### config.mk
export PLATFORM = sky130hd
export DESIGN_NAME = weight_load_ctrl
export DESIGN_NICKNAME = d
export VERILOG_FILES = /design/src/rtl/weight_load_ctrl.sv
export SDC_FILE = /design/constraint.sdc
export NUM_CORES = 1
export LEC_CHECK = 0
export ABC_CLOCK_PERIOD_IN_PS = 3900
export BUFFER_PORTS_ARGS = -buffer_cell sky130_fd_sc_hd__buf_2
export CAP_MARGIN = 20
export CORE_UTILIZATION = 40
export CTS_CLUSTER_SIZE = 25
export DETAILED_ROUTE_END_ITERATION = 12
export PLACE_DENSITY_LB_ADDON = 0.25
export RECOVER_POWER = 100
export SLEW_MARGIN = 20
export SYNTH_ARGS = -nofsm -noshare
export SYNTH_HDL_FRONTEND = slang
export SYNTH_SLANG_ARGS = --single-unit
### constraint.sdc
create_clock -name clk -period 3.9 [get_ports clk]
set_clock_uncertainty 0.2 [all_clocks]
set_input_delay 0.39 -clock clk [delete_from_list [all_inputs] [get_ports clk]]
set_output_delay 0.39 -clock clk [all_outputs]
set_load 0.05 [all_outputs]
### src/rtl/weight_load_ctrl.sv
// Weight tile loader: Avalon-MM burst reads of WEIGHT_NUM words from base_addr,
// streamed in order into the weight buffer at addresses 0..WEIGHT_NUM-1.
module weight_load_ctrl #(
   parameter int AW         = 32,
   parameter int DW         = 32,
   parameter int CW         = 16,
   parameter int WEIGHT_NUM = 64,
   parameter int BURST_LEN  = 16,
   parameter int BW         = 5,
   parameter int RAM_AW     = 6
) (
   input  logic              clk,
   input  logic              rst,
   input  logic              start,
   input  logic [AW-1:0]     base_addr,
   output logic              busy,
   output logic              done,
   output logic [AW-1:0]     avm_address,
   output logic              avm_read,
   output logic [BW-1:0]     avm_burstcount,
   input  logic              avm_waitrequest,
   input  logic [DW-1:0]     avm_readdata,
   input  logic              avm_readdatavalid,
   output logic              wr_ena,
   output logic [RAM_AW-1:0] wr_addr,
   output logic [DW-1:0]     wr_data
);

   typedef enum logic [1:0] {IDLE, REQ, DATA, FIN} state_t;

   localparam logic [CW-1:0] WORDS      = CW'(WEIGHT_NUM);
   localparam logic [CW-1:0] BURST      = CW'(BURST_LEN);
   localparam logic [AW-1:0] WORD_BYTES = AW'(DW / 8);

   state_t              state_reg, state_next;
   logic [CW-1:0]       word_cnt_reg;
   logic [CW-1:0]       beat_cnt_reg;
   logic [AW-1:0]       addr_reg;
   logic [BW-1:0]       burst_reg;
   logic                wr_ena_reg;
   logic [RAM_AW-1:0]   wr_addr_reg;
   logic [DW-1:0]       wr_data_reg;

   logic                accept;
   logic                beat;
   logic                last_beat;
   logic                more_words;
   logic [CW-1:0]       word_inc;
   logic [CW-1:0]       beat_inc;
   logic [CW-1:0]       remaining;
   logic [BW-1:0]       burst_first;
   logic [BW-1:0]       burst_after;

   assign accept      = (state_reg == REQ) && !avm_waitrequest;
   assign beat        = (state_reg == DATA) && avm_readdatavalid;
   assign word_inc    = word_cnt_reg + CW'(1);
   assign beat_inc    = beat_cnt_reg + CW'(1);
   assign last_beat   = beat && (beat_inc == CW'(burst_reg));
   assign more_words  = word_inc < WORDS;

   // Burst sizing: full bursts until the tail, which may be short.
   assign remaining   = WORDS - word_inc;
   assign burst_first = (WORDS > BURST) ? BW'(BURST_LEN) : BW'(WEIGHT_NUM);
   assign burst_after = (remaining > BURST) ? BW'(BURST_LEN) : BW'(remaining);

   always_comb begin
      state_next = state_reg;
      busy       = 1'b0;
      done       = 1'b0;
      avm_read   = 1'b0;
      unique case (state_reg)
         IDLE: begin
            if (start) begin
               state_next = REQ;
            end
         end
         REQ: begin
            busy     = 1'b1;
            avm_read = 1'b1;
            if (accept) begin
               state_next = DATA;
            end
         end
         DATA: begin
            busy = 1'b1;
            if (last_beat) begin
               state_next = more_words ? REQ : FIN;
            end
         end
         FIN: begin
            done       = 1'b1;
            state_next = IDLE;
         end
         default: begin
            state_next = IDLE;
         end
      endcase
   end

   always_ff @(posedge clk) begin
      if (!rst) begin
         state_reg    <= IDLE;
         word_cnt_reg <= '0;
         beat_cnt_reg <= '0;
         addr_reg     <= '0;
         burst_reg    <= '0;
         wr_ena_reg   <= 1'b0;
         wr_addr_reg  <= '0;
         wr_data_reg  <= '0;
      end else begin
         state_reg  <= state_next;
         wr_ena_reg <= beat;
         if (beat) begin
            wr_addr_reg <= RAM_AW'(word_cnt_reg);
            wr_data_reg <= avm_readdata;
         end
         unique case (state_reg)
            IDLE: begin
               if (start) begin
                  addr_reg     <= base_addr;
                  word_cnt_reg <= '0;
                  burst_reg    <= burst_first;
               end
            end
            REQ: begin
               if (accept) begin
                  beat_cnt_reg <= '0;
               end
            end
            DATA: begin
               if (beat) begin
                  word_cnt_reg <= word_inc;
                  beat_cnt_reg <= beat_inc;
                  // Next burst starts right after the words just fetched.
                  if (last_beat && more_words) begin
                     addr_reg  <= addr_reg + AW'(burst_reg) * WORD_BYTES;
                     burst_reg <= burst_after;
                  end
               end
            end
            default: begin
            end
         endcase
      end
   end

   assign avm_address    = addr_reg;
   assign avm_burstcount = burst_reg;
   assign wr_ena         = wr_ena_reg;
   assign wr_addr        = wr_addr_reg;
   assign wr_data        = wr_data_reg;

endmodule
==> flow_metrics.py <==
metrics = {
    "detailed_routing": {
        "num_vias": 6547,
        "wl_per_cell_um": 15.5,
        "routed_wl_um": 18300,
        "initialDrtViolationCount": 509,
        "drcViolationCount": 0,
        "drtAntennaViolNets": 0,
        "drt_pre_antenna_iters": 5,
        "vias_per_cell": 5.54,
    },
    "timing": {
        "fmax_mhz": 283,
        "hold_viol_final": 0,
        "maxSlewHeadroom": 0.383,
        "finalCritPeriodShare": 0.905,
        "worst_slew_pin_slew_ns": 0.926,
        "tns_ns": 0,
        "rsz0062_at_grt": "false",
        "slew_violations": 0,
        "setup_viol": 0,
        "timing.final.crit_period_ns": 3.53,
    },
    "floorplan": {
        "die-area_um2": 16700,
        "core_um2": 15800,
        "die_height_um": 129,
        "fp-row-count": 46,
        "die_w_um": 129,
        "initial_core_util": 0.409,
        "num_io_pins": 148,
    },
    "synthesis": {
        "ys_seq_area_frac": 0.340,
        "netlist_instances": 858,
        "async_flop_share": 0,
        "syn_avg_cell_area_um2": 7.54,
        "yosysUniqueCellTypes": 70,
        "synth_edf_count": 0,
        "syn_area_um2": 6470,
        "ys_seq_elements": 110,
        "yosys_warnings": 0,
        "yosys_most_used_dff": "dfxtp_1",
        "synth_nets": 940,
    },
    "global_routing": {
        "grt_pass1_wl_um": 29200,
        "track_usage": 0.218,
        "antenna_found_initial": 0,
        "gr-total-overflow": 0,
        "grt_max_degree": 50,
        "first_global_vias": 5829,
    },
    "setup_path": {
        "critPathKind": "flip-flop to flip-flop",
        "start_kind": "flip-flop",
        "cp_max_fo": 17,
        "cp-end-kind": "flip-flop",
        "arrival_ns": 3.54,
        "required_ns": 3.91,
        "reg2regPathDepth": 11,
    },
    "clock_tree": {
        "cts_buffers": 9,
        "clkSinkCount": 110,
        "insertion_delay_ns": 0.36,
        "cts_max_level": 3,
        "cts_setup_buffers": 0,
        "cts.clk_slew.worst_paths_ns": 0.08,
        "clk_path_buf_depth": 2,
        "cts_tree": "done",
        "ctsResizeCount": 0,
        "cts_root_buf": "clkbuf_16",
        "cts.hold.buffers_added": 0,
    },
    "hold_path": {
        "hold_path.class": "input pin to flip-flop",
        "whs_path_depth": 3,
    },
    "final_layout": {
        "layout_common_cells": "nand2_1 (135), dfxtp_1 (110), a21oi_1 (92)",
        "layout-drive-gt1-share": 0.124,
        "design_area_um2": 7420,
        "layout_commonest_cell": "nand2_1",
        "area.growth.synth_to_final_pct": 14.8,
        "insertedDiodeCount": 0,
        "fillers": 1647,
        "nets": 1042,
    },
    "placement": {
        "io_buffer_count": 147,
        "dpl-instance-area_um2": 7260,
        "hpwl_um": 12300,
        "place_congestion": 0.845,
    },
    "power": {
        "powerDensity_nw_per_um2": 503,
        "leakage_nw": 2.57,
        "irDropWorstVdd_uv": 236,
    },
    "status": {
        "status": "finished, final reports clean",
    },
    "run": {
        "maxCapViolations": 0,
    },
}
cell type report:
class	count	area [um2]	area share
Multi-Input combinational cell	663	3870	0.522
Sequential cell	110	2200	0.297
Tap cell	216	270	0.0364
Clock inverter	6	41.3	0.00556
Clock buffer	10	239	0.0322
Timing Repair Buffer	164	753	0.101
Inverter	12	45.0	0.00607
where the power goes:
part | leakage (nW) | switching (W) | internal (W)
clock network | 0.143 | 0.000452 | 0.000456
registers | 0.892 | 0.000156 | 0.00125
logic | 1.54 | 0.00107 | 0.000345
Yosys cell counts (3+ instances only):
| cell type | instances | share of area |
|---|---|---|
| a211oi_1 | 14 | 0.016 |
| a21o_1 | 4 | 0.0046 |
| a21oi_1 | 92 | 0.071 |
| a22oi_1 | 8 | 0.0093 |
| a311oi_1 | 8 | 0.011 |
| a31o_2 | 4 | 0.0054 |
| a31oi_1 | 7 | 0.0068 |
| a32oi_1 | 4 | 0.0054 |
| a41o_1 | 3 | 0.0046 |
| and2_1 | 5 | 0.0048 |
| and3_1 | 14 | 0.014 |
| and4_1 | 7 | 0.0095 |
| buf_1 | 6 | 0.0035 |
| buf_2 | 8 | 0.0062 |
| buf_4 | 4 | 0.0046 |
| clkbuf_1 | 49 | 0.028 |
| dfxtp_1 | 110 | 0.34 |
| ha_1 | 12 | 0.023 |
| inv_1 | 11 | 0.0064 |
| mux2i_1 | 10 | 0.015 |
| nand2_1 | 135 | 0.078 |
| nand2b_1 | 8 | 0.0077 |
| nand3_1 | 51 | 0.039 |
| nand3b_1 | 6 | 0.0070 |
| nand4_1 | 14 | 0.014 |
| nor2_1 | 74 | 0.043 |
| nor2b_1 | 6 | 0.0058 |
| nor3_1 | 19 | 0.015 |
| nor3b_1 | 3 | 0.0035 |
| nor4_1 | 6 | 0.0058 |
| nor4b_2 | 3 | 0.0070 |
| o211ai_1 | 11 | 0.013 |
| o21ai_0 | 31 | 0.024 |
| o221ai_1 | 17 | 0.023 |
| o22ai_1 | 3 | 0.0029 |
| o2bb2ai_1 | 7 | 0.0095 |
| o311ai_0 | 6 | 0.0081 |
| or2_2 | 5 | 0.0048 |
| or3_1 | 5 | 0.0048 |
| xnor2_1 | 17 | 0.023 |
| xor2_1 | 12 | 0.016 |
through the flow:
| stage | hold slack (ns) | setup WS, ns | total power, W | std cells | util |
|---|---|---|---|---|---|
| finish | 0.0556 | 0.370 | 0.00374 | 1181 | 0.469 |
| global placement | 0.239 | 0.554 | 0.00288 | 1165 | 0.459 |
| detailed placement | 0.243 | 0.506 | 0.00289 | 1165 | 0.459 |
| floorplan | 0.276 | 0.763 | 0.00251 | 858 | - |
| global route | 0.0499 | 0.120 | 0.00393 | 1181 | 0.469 |
| CTS | 0.0449 | 0.455 | 0.00380 | 1181 | 0.477 |
final timing paths:
path                          from         endpoint  slack (ns)
setup / recovery   beat_cnt_reg[0]  avm_address[29]        0.37
hold / removal    avm_readdata[20]      wr_data[20]        0.06
setup reg to reg   beat_cnt_reg[0]  avm_address[29]        0.37
hold reg to reg         wr_data[1]       wr_data[1]        0.25
logic make-up after synthesis:
group,Yosys count,share of synthesized area
and+or+nand+nor,377,0.284
buffers and inverters,85,0.0590
adders and majority gates,13,0.0263
muxes,10,0.0155
xor gates and xnor gates,29,0.0393
DFF,110,0.340
AOI/OAI and AO/OA,234,0.236
worst max-delay path, stage by stage, from the launching register on:
cell      delay, ns
dfxtp_1        0.45
ha_1           0.32
nand4_1        0.18
nor4_1         0.38
xor2_1         0.15
nor4b_1        0.42
nand2_1        0.12
or2_0          0.26
buf_4          0.22
nor2_1         0.10
clkbuf_2       0.37
o221ai_1       0.19
routing by layer:
metal / vias up / share of wire / GRT usage / routed length, um
met3: 17 / 0.044 / 0.0392 / 806
met4: 0 / 0.011 / 0.0616 / 204
met5: - / 0 / 0 / 0
li1: 3317 / - / - / -
met2: 151 / 0.48 / 0.371 / 8740
met1: 3062 / 0.47 / 0.281 / 8540
No activity file was read; power rests on OpenSTA's default activity.
